**config.mk**
```make
export PLATFORM = sky130hd
export DESIGN_NAME = bno085_spi_arbiter_flat
export DESIGN_NICKNAME = d
export VERILOG_FILES = /design/src/rtl/bno085_spi_arbiter_if.sv /design/src/rtl/bno085_spi_arbiter.sv /design/src/flat_wrapper.sv
export SDC_FILE = /design/constraint.sdc
export NUM_CORES = 1
export LEC_CHECK = 0
export ABC_AREA = 0
export ABC_CLOCK_PERIOD_IN_PS = 2300
export BUFFER_PORTS_ARGS = -buffer_cell sky130_fd_sc_hd__buf_2
export CAP_MARGIN = 15
export CORE_UTILIZATION = 30
export CTS_BUF_LIST = sky130_fd_sc_hd__clkbuf_4 sky130_fd_sc_hd__clkbuf_8 sky130_fd_sc_hd__clkbuf_16
export CTS_CLUSTER_DIAMETER = 100
export CTS_CLUSTER_SIZE = 20
export DETAILED_ROUTE_END_ITERATION = 8
export PLACE_DENSITY_LB_ADDON = 0.05
export SLEW_MARGIN = 40
export SYNTH_ARGS = -nofsm -noshare
export SYNTH_HDL_FRONTEND = slang
export SYNTH_SLANG_ARGS = --single-unit
```
**constraint.sdc**
```tcl
create_clock -name clk -period 2.3 [get_ports clk]
set_input_delay 0.46 -clock clk [delete_from_list [all_inputs] [get_ports clk]]
set_output_delay 0.46 -clock clk [all_outputs]
set_load 0.01 [all_outputs]
```
**src/rtl/bno085_spi_arbiter_if.sv**
```systemverilog
// Controller-side and spi_master-side signals for the BNO085 SPI arbiter.
// The arbiter uses the slave modport; the requesters/spi_master side uses master.
interface bno085_spi_arbiter_if #(
    parameter int NUM_REQ = 2
);
    logic [NUM_REQ-1:0]       req;
    logic [NUM_REQ-1:0]       gnt;
    logic [NUM_REQ-1:0]       req_cs_n;
    logic [NUM_REQ-1:0]       req_start;
    logic [NUM_REQ-1:0]       req_tx_valid;
    logic [NUM_REQ-1:0][7:0]  req_tx_data;
    logic [NUM_REQ-1:0]       req_tx_ready;
    logic [NUM_REQ-1:0]       req_rx_valid;
    logic [7:0]               req_rx_data;
    logic [NUM_REQ-1:0]       req_busy;
    logic [NUM_REQ-1:0]       cs_n;
    logic                     spi_start;
    logic                     spi_tx_valid;
    logic [7:0]               spi_tx_data;
    logic                     spi_tx_ready;
    logic                     spi_rx_valid;
    logic [7:0]               spi_rx_data;
    logic                     spi_busy;
    logic                     timeout_err;

    modport slave (
        input  req, req_cs_n, req_start, req_tx_valid, req_tx_data,
               spi_tx_ready, spi_rx_valid, spi_rx_data, spi_busy,
        output gnt, req_tx_ready, req_rx_valid, req_rx_data, req_busy,
               cs_n, spi_start, spi_tx_valid, spi_tx_data, timeout_err
    );

    modport master (
        output req, req_cs_n, req_start, req_tx_valid, req_tx_data,
               spi_tx_ready, spi_rx_valid, spi_rx_data, spi_busy,
        input  gnt, req_tx_ready, req_rx_valid, req_rx_data, req_busy,
               cs_n, spi_start, spi_tx_valid, spi_tx_data, timeout_err
    );
endinterface

```
**src/rtl/bno085_spi_arbiter.sv**
```systemverilog
// Round-robin owner arbitration of one spi_master among NUM_REQ IMU controllers.
// Optional ARB_TIMEOUT_EN: forced release after HOLD_TIMEOUT cycles in GRANT, with lockout.
module bno085_spi_arbiter #(
    parameter int NUM_REQ      = 2,
    parameter int CS_GAP       = 30,
    parameter int HOLD_TIMEOUT = 300000
) (
    input logic                 clk,
    input logic                 rst,
    bno085_spi_arbiter_if.slave bus
);
    localparam int IDX_W = $clog2(NUM_REQ);
    localparam int GAP_W = (CS_GAP > 1) ? $clog2(CS_GAP) : 1;

    typedef enum logic [1:0] {IDLE, GRANT, DRAIN, GAP} state_t;

    state_t             state;
    logic [NUM_REQ-1:0] gnt_q;
    logic [NUM_REQ-1:0] lockout;
    logic [NUM_REQ-1:0] eligible;
    logic [IDX_W-1:0]   owner;
    logic [IDX_W-1:0]   last_owner;
    logic [IDX_W-1:0]   winner;
    logic [GAP_W-1:0]   gap_cnt;
    logic               timeout_q;
`ifdef ARB_TIMEOUT_EN
    logic [18:0]        hold_cnt;
`endif

    assign eligible = bus.req & ~lockout;

    // First eligible requester strictly after the previous owner, wrapping.
    always_comb begin : pick
        logic             found;
        logic [IDX_W-1:0] cand;
        found  = 1'b0;
        cand   = '0;
        winner = last_owner;
        for (int k = 1; k <= NUM_REQ; k++) begin
            cand = IDX_W'((int'(last_owner) + k) % NUM_REQ);
            if (!found && eligible[cand]) begin
                winner = cand;
                found  = 1'b1;
            end
        end
    end

    always_ff @(posedge clk) begin
        if (rst) begin
            state      <= IDLE;
            gnt_q      <= '0;
            owner      <= '0;
            last_owner <= IDX_W'(NUM_REQ - 1);
            gap_cnt    <= '0;
            lockout    <= '0;
            timeout_q  <= 1'b0;
`ifdef ARB_TIMEOUT_EN
            hold_cnt   <= '0;
`endif
        end else begin
            timeout_q <= 1'b0;
`ifdef ARB_TIMEOUT_EN
            lockout   <= lockout & bus.req;
`endif
            case (state)
                IDLE: if (|eligible) begin
                    state      <= GRANT;
                    gnt_q      <= NUM_REQ'(1) << winner;
                    owner      <= winner;
                    last_owner <= winner;
`ifdef ARB_TIMEOUT_EN
                    hold_cnt   <= '0;
`endif
                end
                GRANT: if (!bus.req[owner]) begin
                    state <= DRAIN;
                    gnt_q <= '0;
                end
`ifdef ARB_TIMEOUT_EN
                else if (hold_cnt == 19'(HOLD_TIMEOUT - 1)) begin
                    state          <= DRAIN;
                    gnt_q          <= '0;
                    timeout_q      <= 1'b1;
                    lockout[owner] <= 1'b1;
                end else begin
                    hold_cnt <= hold_cnt + 19'd1;
                end
`endif
                DRAIN: if (!bus.spi_busy) begin
                    gap_cnt <= '0;
                    state   <= (CS_GAP > 0) ? GAP : IDLE;
                end
                GAP: begin
                    if (gap_cnt == GAP_W'(CS_GAP - 1)) state <= IDLE;
                    else gap_cnt <= gap_cnt + GAP_W'(1);
                end
                default: state <= IDLE;
            endcase
        end
    end

    // Owner-routed byte interface; CS of the owner stays under its control until spi_master goes idle.
    logic [NUM_REQ-1:0] tx_ready, rx_valid, busy, cs;
    logic               own_active;

    assign own_active = (state == GRANT) || (state == DRAIN);

    always_comb begin
        tx_ready = '0;
        rx_valid = '0;
        busy     = '1;
        cs       = '1;
        for (int i = 0; i < NUM_REQ; i++) begin
            if (own_active && owner == IDX_W'(i)) begin
                rx_valid[i] = bus.spi_rx_valid;
                busy[i]     = bus.spi_busy;
                tx_ready[i] = (state == GRANT) && bus.spi_tx_ready;
                if (state == GRANT || bus.spi_busy) cs[i] = bus.req_cs_n[i];
            end
        end
    end

    assign bus.spi_start    = (state == GRANT) && bus.req_start[owner];
    assign bus.spi_tx_valid = (state == GRANT) && bus.req_tx_valid[owner];
    assign bus.spi_tx_data  = (state == GRANT) ? bus.req_tx_data[owner] : 8'h00;
    assign bus.gnt          = gnt_q;
    assign bus.req_tx_ready = tx_ready;
    assign bus.req_rx_valid = rx_valid;
    assign bus.req_rx_data  = bus.spi_rx_data;
    assign bus.req_busy     = busy;
    assign bus.cs_n         = cs;
    assign bus.timeout_err  = timeout_q;
endmodule

```
**src/flat_wrapper.sv**
```systemverilog
// flat-port wrapper written by rule: the top's interface ports become plain ports
module bno085_spi_arbiter_flat 
#(
    parameter int NUM_REQ      = 2,
    parameter int CS_GAP       = 30,
    parameter int HOLD_TIMEOUT = 300000
)
  (clk, rst, bus_req, bus_req_cs_n, bus_req_start, bus_req_tx_valid, bus_req_tx_data, bus_spi_tx_ready, bus_spi_rx_valid, bus_spi_rx_data, bus_spi_busy, bus_gnt, bus_req_tx_ready, bus_req_rx_valid, bus_req_rx_data, bus_req_busy, bus_cs_n, bus_spi_start, bus_spi_tx_valid, bus_spi_tx_data, bus_timeout_err);
  bno085_spi_arbiter_if #(.NUM_REQ(NUM_REQ)) bus_i ();
  input logic clk;
  input logic rst;
  input wire logic [$bits(bus_i.req)-1:0] bus_req;
  input wire logic [$bits(bus_i.req_cs_n)-1:0] bus_req_cs_n;
  input wire logic [$bits(bus_i.req_start)-1:0] bus_req_start;
  input wire logic [$bits(bus_i.req_tx_valid)-1:0] bus_req_tx_valid;
  input wire logic [$bits(bus_i.req_tx_data)-1:0] bus_req_tx_data;
  input wire logic [$bits(bus_i.spi_tx_ready)-1:0] bus_spi_tx_ready;
  input wire logic [$bits(bus_i.spi_rx_valid)-1:0] bus_spi_rx_valid;
  input wire logic [$bits(bus_i.spi_rx_data)-1:0] bus_spi_rx_data;
  input wire logic [$bits(bus_i.spi_busy)-1:0] bus_spi_busy;
  output wire logic [$bits(bus_i.gnt)-1:0] bus_gnt;
  output wire logic [$bits(bus_i.req_tx_ready)-1:0] bus_req_tx_ready;
  output wire logic [$bits(bus_i.req_rx_valid)-1:0] bus_req_rx_valid;
  output wire logic [$bits(bus_i.req_rx_data)-1:0] bus_req_rx_data;
  output wire logic [$bits(bus_i.req_busy)-1:0] bus_req_busy;
  output wire logic [$bits(bus_i.cs_n)-1:0] bus_cs_n;
  output wire logic [$bits(bus_i.spi_start)-1:0] bus_spi_start;
  output wire logic [$bits(bus_i.spi_tx_valid)-1:0] bus_spi_tx_valid;
  output wire logic [$bits(bus_i.spi_tx_data)-1:0] bus_spi_tx_data;
  output wire logic [$bits(bus_i.timeout_err)-1:0] bus_timeout_err;
  assign bus_i.req = bus_req;
  assign bus_i.req_cs_n = bus_req_cs_n;
  assign bus_i.req_start = bus_req_start;
  assign bus_i.req_tx_valid = bus_req_tx_valid;
  assign bus_i.req_tx_data = bus_req_tx_data;
  assign bus_i.spi_tx_ready = bus_spi_tx_ready;
  assign bus_i.spi_rx_valid = bus_spi_rx_valid;
  assign bus_i.spi_rx_data = bus_spi_rx_data;
  assign bus_i.spi_busy = bus_spi_busy;
  assign bus_gnt = bus_i.gnt;
  assign bus_req_tx_ready = bus_i.req_tx_ready;
  assign bus_req_rx_valid = bus_i.req_rx_valid;
  assign bus_req_rx_data = bus_i.req_rx_data;
  assign bus_req_busy = bus_i.req_busy;
  assign bus_cs_n = bus_i.cs_n;
  assign bus_spi_start = bus_i.spi_start;
  assign bus_spi_tx_valid = bus_i.spi_tx_valid;
  assign bus_spi_tx_data = bus_i.spi_tx_data;
  assign bus_timeout_err = bus_i.timeout_err;
  bno085_spi_arbiter #(.NUM_REQ(NUM_REQ), .CS_GAP(CS_GAP), .HOLD_TIMEOUT(HOLD_TIMEOUT)) u_core (.clk(clk), .rst(rst), .bus(bus_i));
endmodule
```
==> summary.txt <==
Outcome
  • Outcome: complete, no violations

Clocking
  • Post-CTS Resized: 0
  • CTS Hold Buffers Added: 0
  • Sink Count: 11
  • Latest clock arrival within the worst-skew pair: 0.27 ns
  • Worst-path clk slew: 0.07 ns
  • CTS Root Cell: clkbuf_4
  • CTS tree: yes
  • Inserted Clock Buffers: 3
  • Setup Fix Bufs, Post-CTS: 0
  • Bufs on Longest Clock Path: 2
  • Clock H-tree levels: 1

GRT
  • Pin count of the biggest net entering global routing: 14
  • Met2 usage: 23.3%
  • Overflow after GRT: 0
  • Met1 Use GR: 17.9%
  • Total track usage: 14.3%
  • First-pass GRT wire length: 3840 microns
  • Vias in the first global route: 877
  • Antenna violations before repair: 0
  • M3 GR Usage: 2.86%
  • GR peak layer: met2

Synthesis
  • Largest area contributor in the netlist: dfxtp_1
  • Seq cells post-synth: 11
  • Ys flop type: dfxtp_1
  • Yosys warnings: 0
  • Sequential element share of the synthesized area: 23.0%
  • Synth cell count leaders: nor2_1, mux2i_1, dfxtp_1
  • Synth Instances: 123
  • Most frequent cell after synthesis: nor2_1
  • Ys async rst share: 0%
  • Synth top area cells: dfxtp_1, mux2i_1, nor2_1
  • Netlist Area Pre-Place: 958 sq um
  • Post-synth cell types: 32
  • Post-synth EDFFs: 0
  • Synthesized Nets: 166
  • Synthesized area per cell: 7.79 sq um
  • Share of the synthesized area in the top cell type: 23.0%

Timing
  • Unrepaired setup endpoints after global routing: false
  • Part of the cycle the worst path needs: 90.9%
  • Setup TNS Final: 0 ns
  • Pins over their slew limit: 0
  • Setup violations, final: 0
  • Relative slew margins: 64.9%
  • Worst-margin pin slew: 0.525 ns
  • Hold Violations, Final: 0
  • Clock skew: 0.00305 ns
  • Fmax: 0.478 GHz
  • Final critical-path required period: 2.09 ns

Placed design
  • DPL Wire Length: 1890 microns
  • GPL Wtd Cong: 0.739
  • Port Buf Inserts: 48
  • Placed cell area: 1170 sq um

Setup path
  • CP Class: reg -> out
  • Crit. End Element: output pin
  • Critical Path Fanout Max: 4
  • RR Startpoint: u_core.state[0]
  • Launch point of the worst path: u_core.state[0]
  • R2r worst-path depth: 6
  • Worst path arrival time: 1.63 ns
  • Startpoint Class: flop
  • Data required, critical path: 1.84 ns

Floorplan
  • Core area: 3050 sq um
  • Starting density of the core: 31.4%
  • Die H: 58.5 microns
  • Top Ports: 66
  • Die ar.: 3420 sq um
  • FP Rows: 20
  • Chip width: 58.5 microns

Route
  • Wire per inst: 11.4 microns
  • Vias per cell: 4.68
  • Drt drc: 0
  • Antenna violation net count after detailed routing: 0
  • Detailed-route via count: 969
  • DR iter-0 viols: 39
  • Drt total wl: 2360 microns
  • Initial DRT Pass Iterations: 4

Power and ir drop
  • Leakage power: 0.000586 uW
  • Max VDD drop: 0.000427 V
  • Power density cells: 864 nW/um^2

Worst hold path
  • Min-Delay Path Depth: 1
  • Hold crit path type: reg -> reg
  • Hold path start: u_core.bus.gnt[0]

Job
  • Max_cap viols: 0

Layout
  • Synth-to-Final Area Change: 25.2%
  • Fill cells: 341
  • Fin nets: 207
  • Register area: 220 sq um
  • Area of the multi-input gates: 617 sq um
  • Antenna Cells: 0
  • Final Instance Area: 1200 sq um
  • Share of cells above drive strength 1: 35.6%
## worst max-delay path, cell delays in order, from the launching register on
cell and delay, ns:
dfxtp_1 0.36, inv_1 0.09, ha_1 0.34, nand2b_1 0.12, or3_1 0.31, buf_2 0.14
## power breakdown
| part | internal (uW) | switching [uW] |
|---|---|---|
| combinational | 270 | 344 |
| sequential | 232 | 46.5 |
| clock | 78.8 | 65.6 |
## logic make-up (layout without fill, tap and decap cells)
family / count (synthesis) / after routing / synth area share, %
AND/OR/NAND/NOR: 45 / 45 / 22.7
AO/OA/AOI/OAI: 25 / 25 / 18.5
buffers and inverters: 21 / 61 / 12.7
multiplexers: 14 / 14 / 14.9
flip-flops: 11 / 11 / 23.0
adder cells (fa/ha/maj): 6 / 6 / 7.83
other: 1 / 1 / 0.391
## worst paths after layout
kind,endpoint,slack (ns)
setup / recovery,bus_cs_n[0],0.21
hold / removal,u_core.bus.gnt[0],0.47
setup reg to reg,u_core.bus.gnt[1],0.67
hold reg to reg,u_core.bus.gnt[0],0.47
## per-stage QoR
step	std cells	total power, uW	setup slack (ns)	util [%]	hold slack (ns)
after floorplan	123	730	0.680	-	0.480
after global placement	203	896	0.535	38.3	0.443
after detailed placement	203	893	0.512	38.3	0.446
after CTS	207	1050	0.199	39.3	0.469
after global routing	207	1130	0.105	39.3	0.501
final	207	1040	0.210	39.3	0.467
## sequential cells by signal, indices dropped and copies added (netlist names)
| signal | count |
|---|---|
| u_core.bus.gnt | 2 |
| u_core.owner | 1 |
| u_core.last_owner | 1 |
| u_core.gap_cnt | 5 |
| u_core.state | 2 |
## per-layer routing
layer	wire length [microns]	vias to the layer above
met1	1100	423
met3	177	2
li1	-	497
met5	0	-
met2	1060	47
met4	23	0
## layout by cell type (no fill, tap or decap)
master	Yosys	routed
mux2i_1	12	12
nor2_1	22	22
a211o_1	1	1
a211oi_1	1	1
a22o_1	1	1
nor2b_4	1	1
nand4_1	3	3
o41ai_2	1	1
nand2_1	10	10
a22oi_1	1	1
o21ai_0	4	4
a21boi_1	2	2
nand3b_1	2	2
a21bo_1	1	1
dfxtp_1	11	11
clkbuf_4	0	4
or3_1	2	2
a31o_2	2	2
buf_2	1	48
nand2b_1	2	2
nand3_1	1	1
a31o_1	1	1
o2111ai_1	2	2
inv_1	8	8
buf_4	9	1
nand4_2	1	1
a21oi_1	8	8
nor3b_1	1	1
ha_1	6	6
conb_1	1	1
mux2_1	2	2
## area by class of cell
cell class	count	area share (%)
Clock buffer	4	2.50
Inverter	8	2.50
Multi-Input combinational cell	91	51.4
Sequential cell	11	18.4
Tap cell	44	4.59
Timing Repair Buffer	49	20.6
Power figures use the tool's default switching activity.
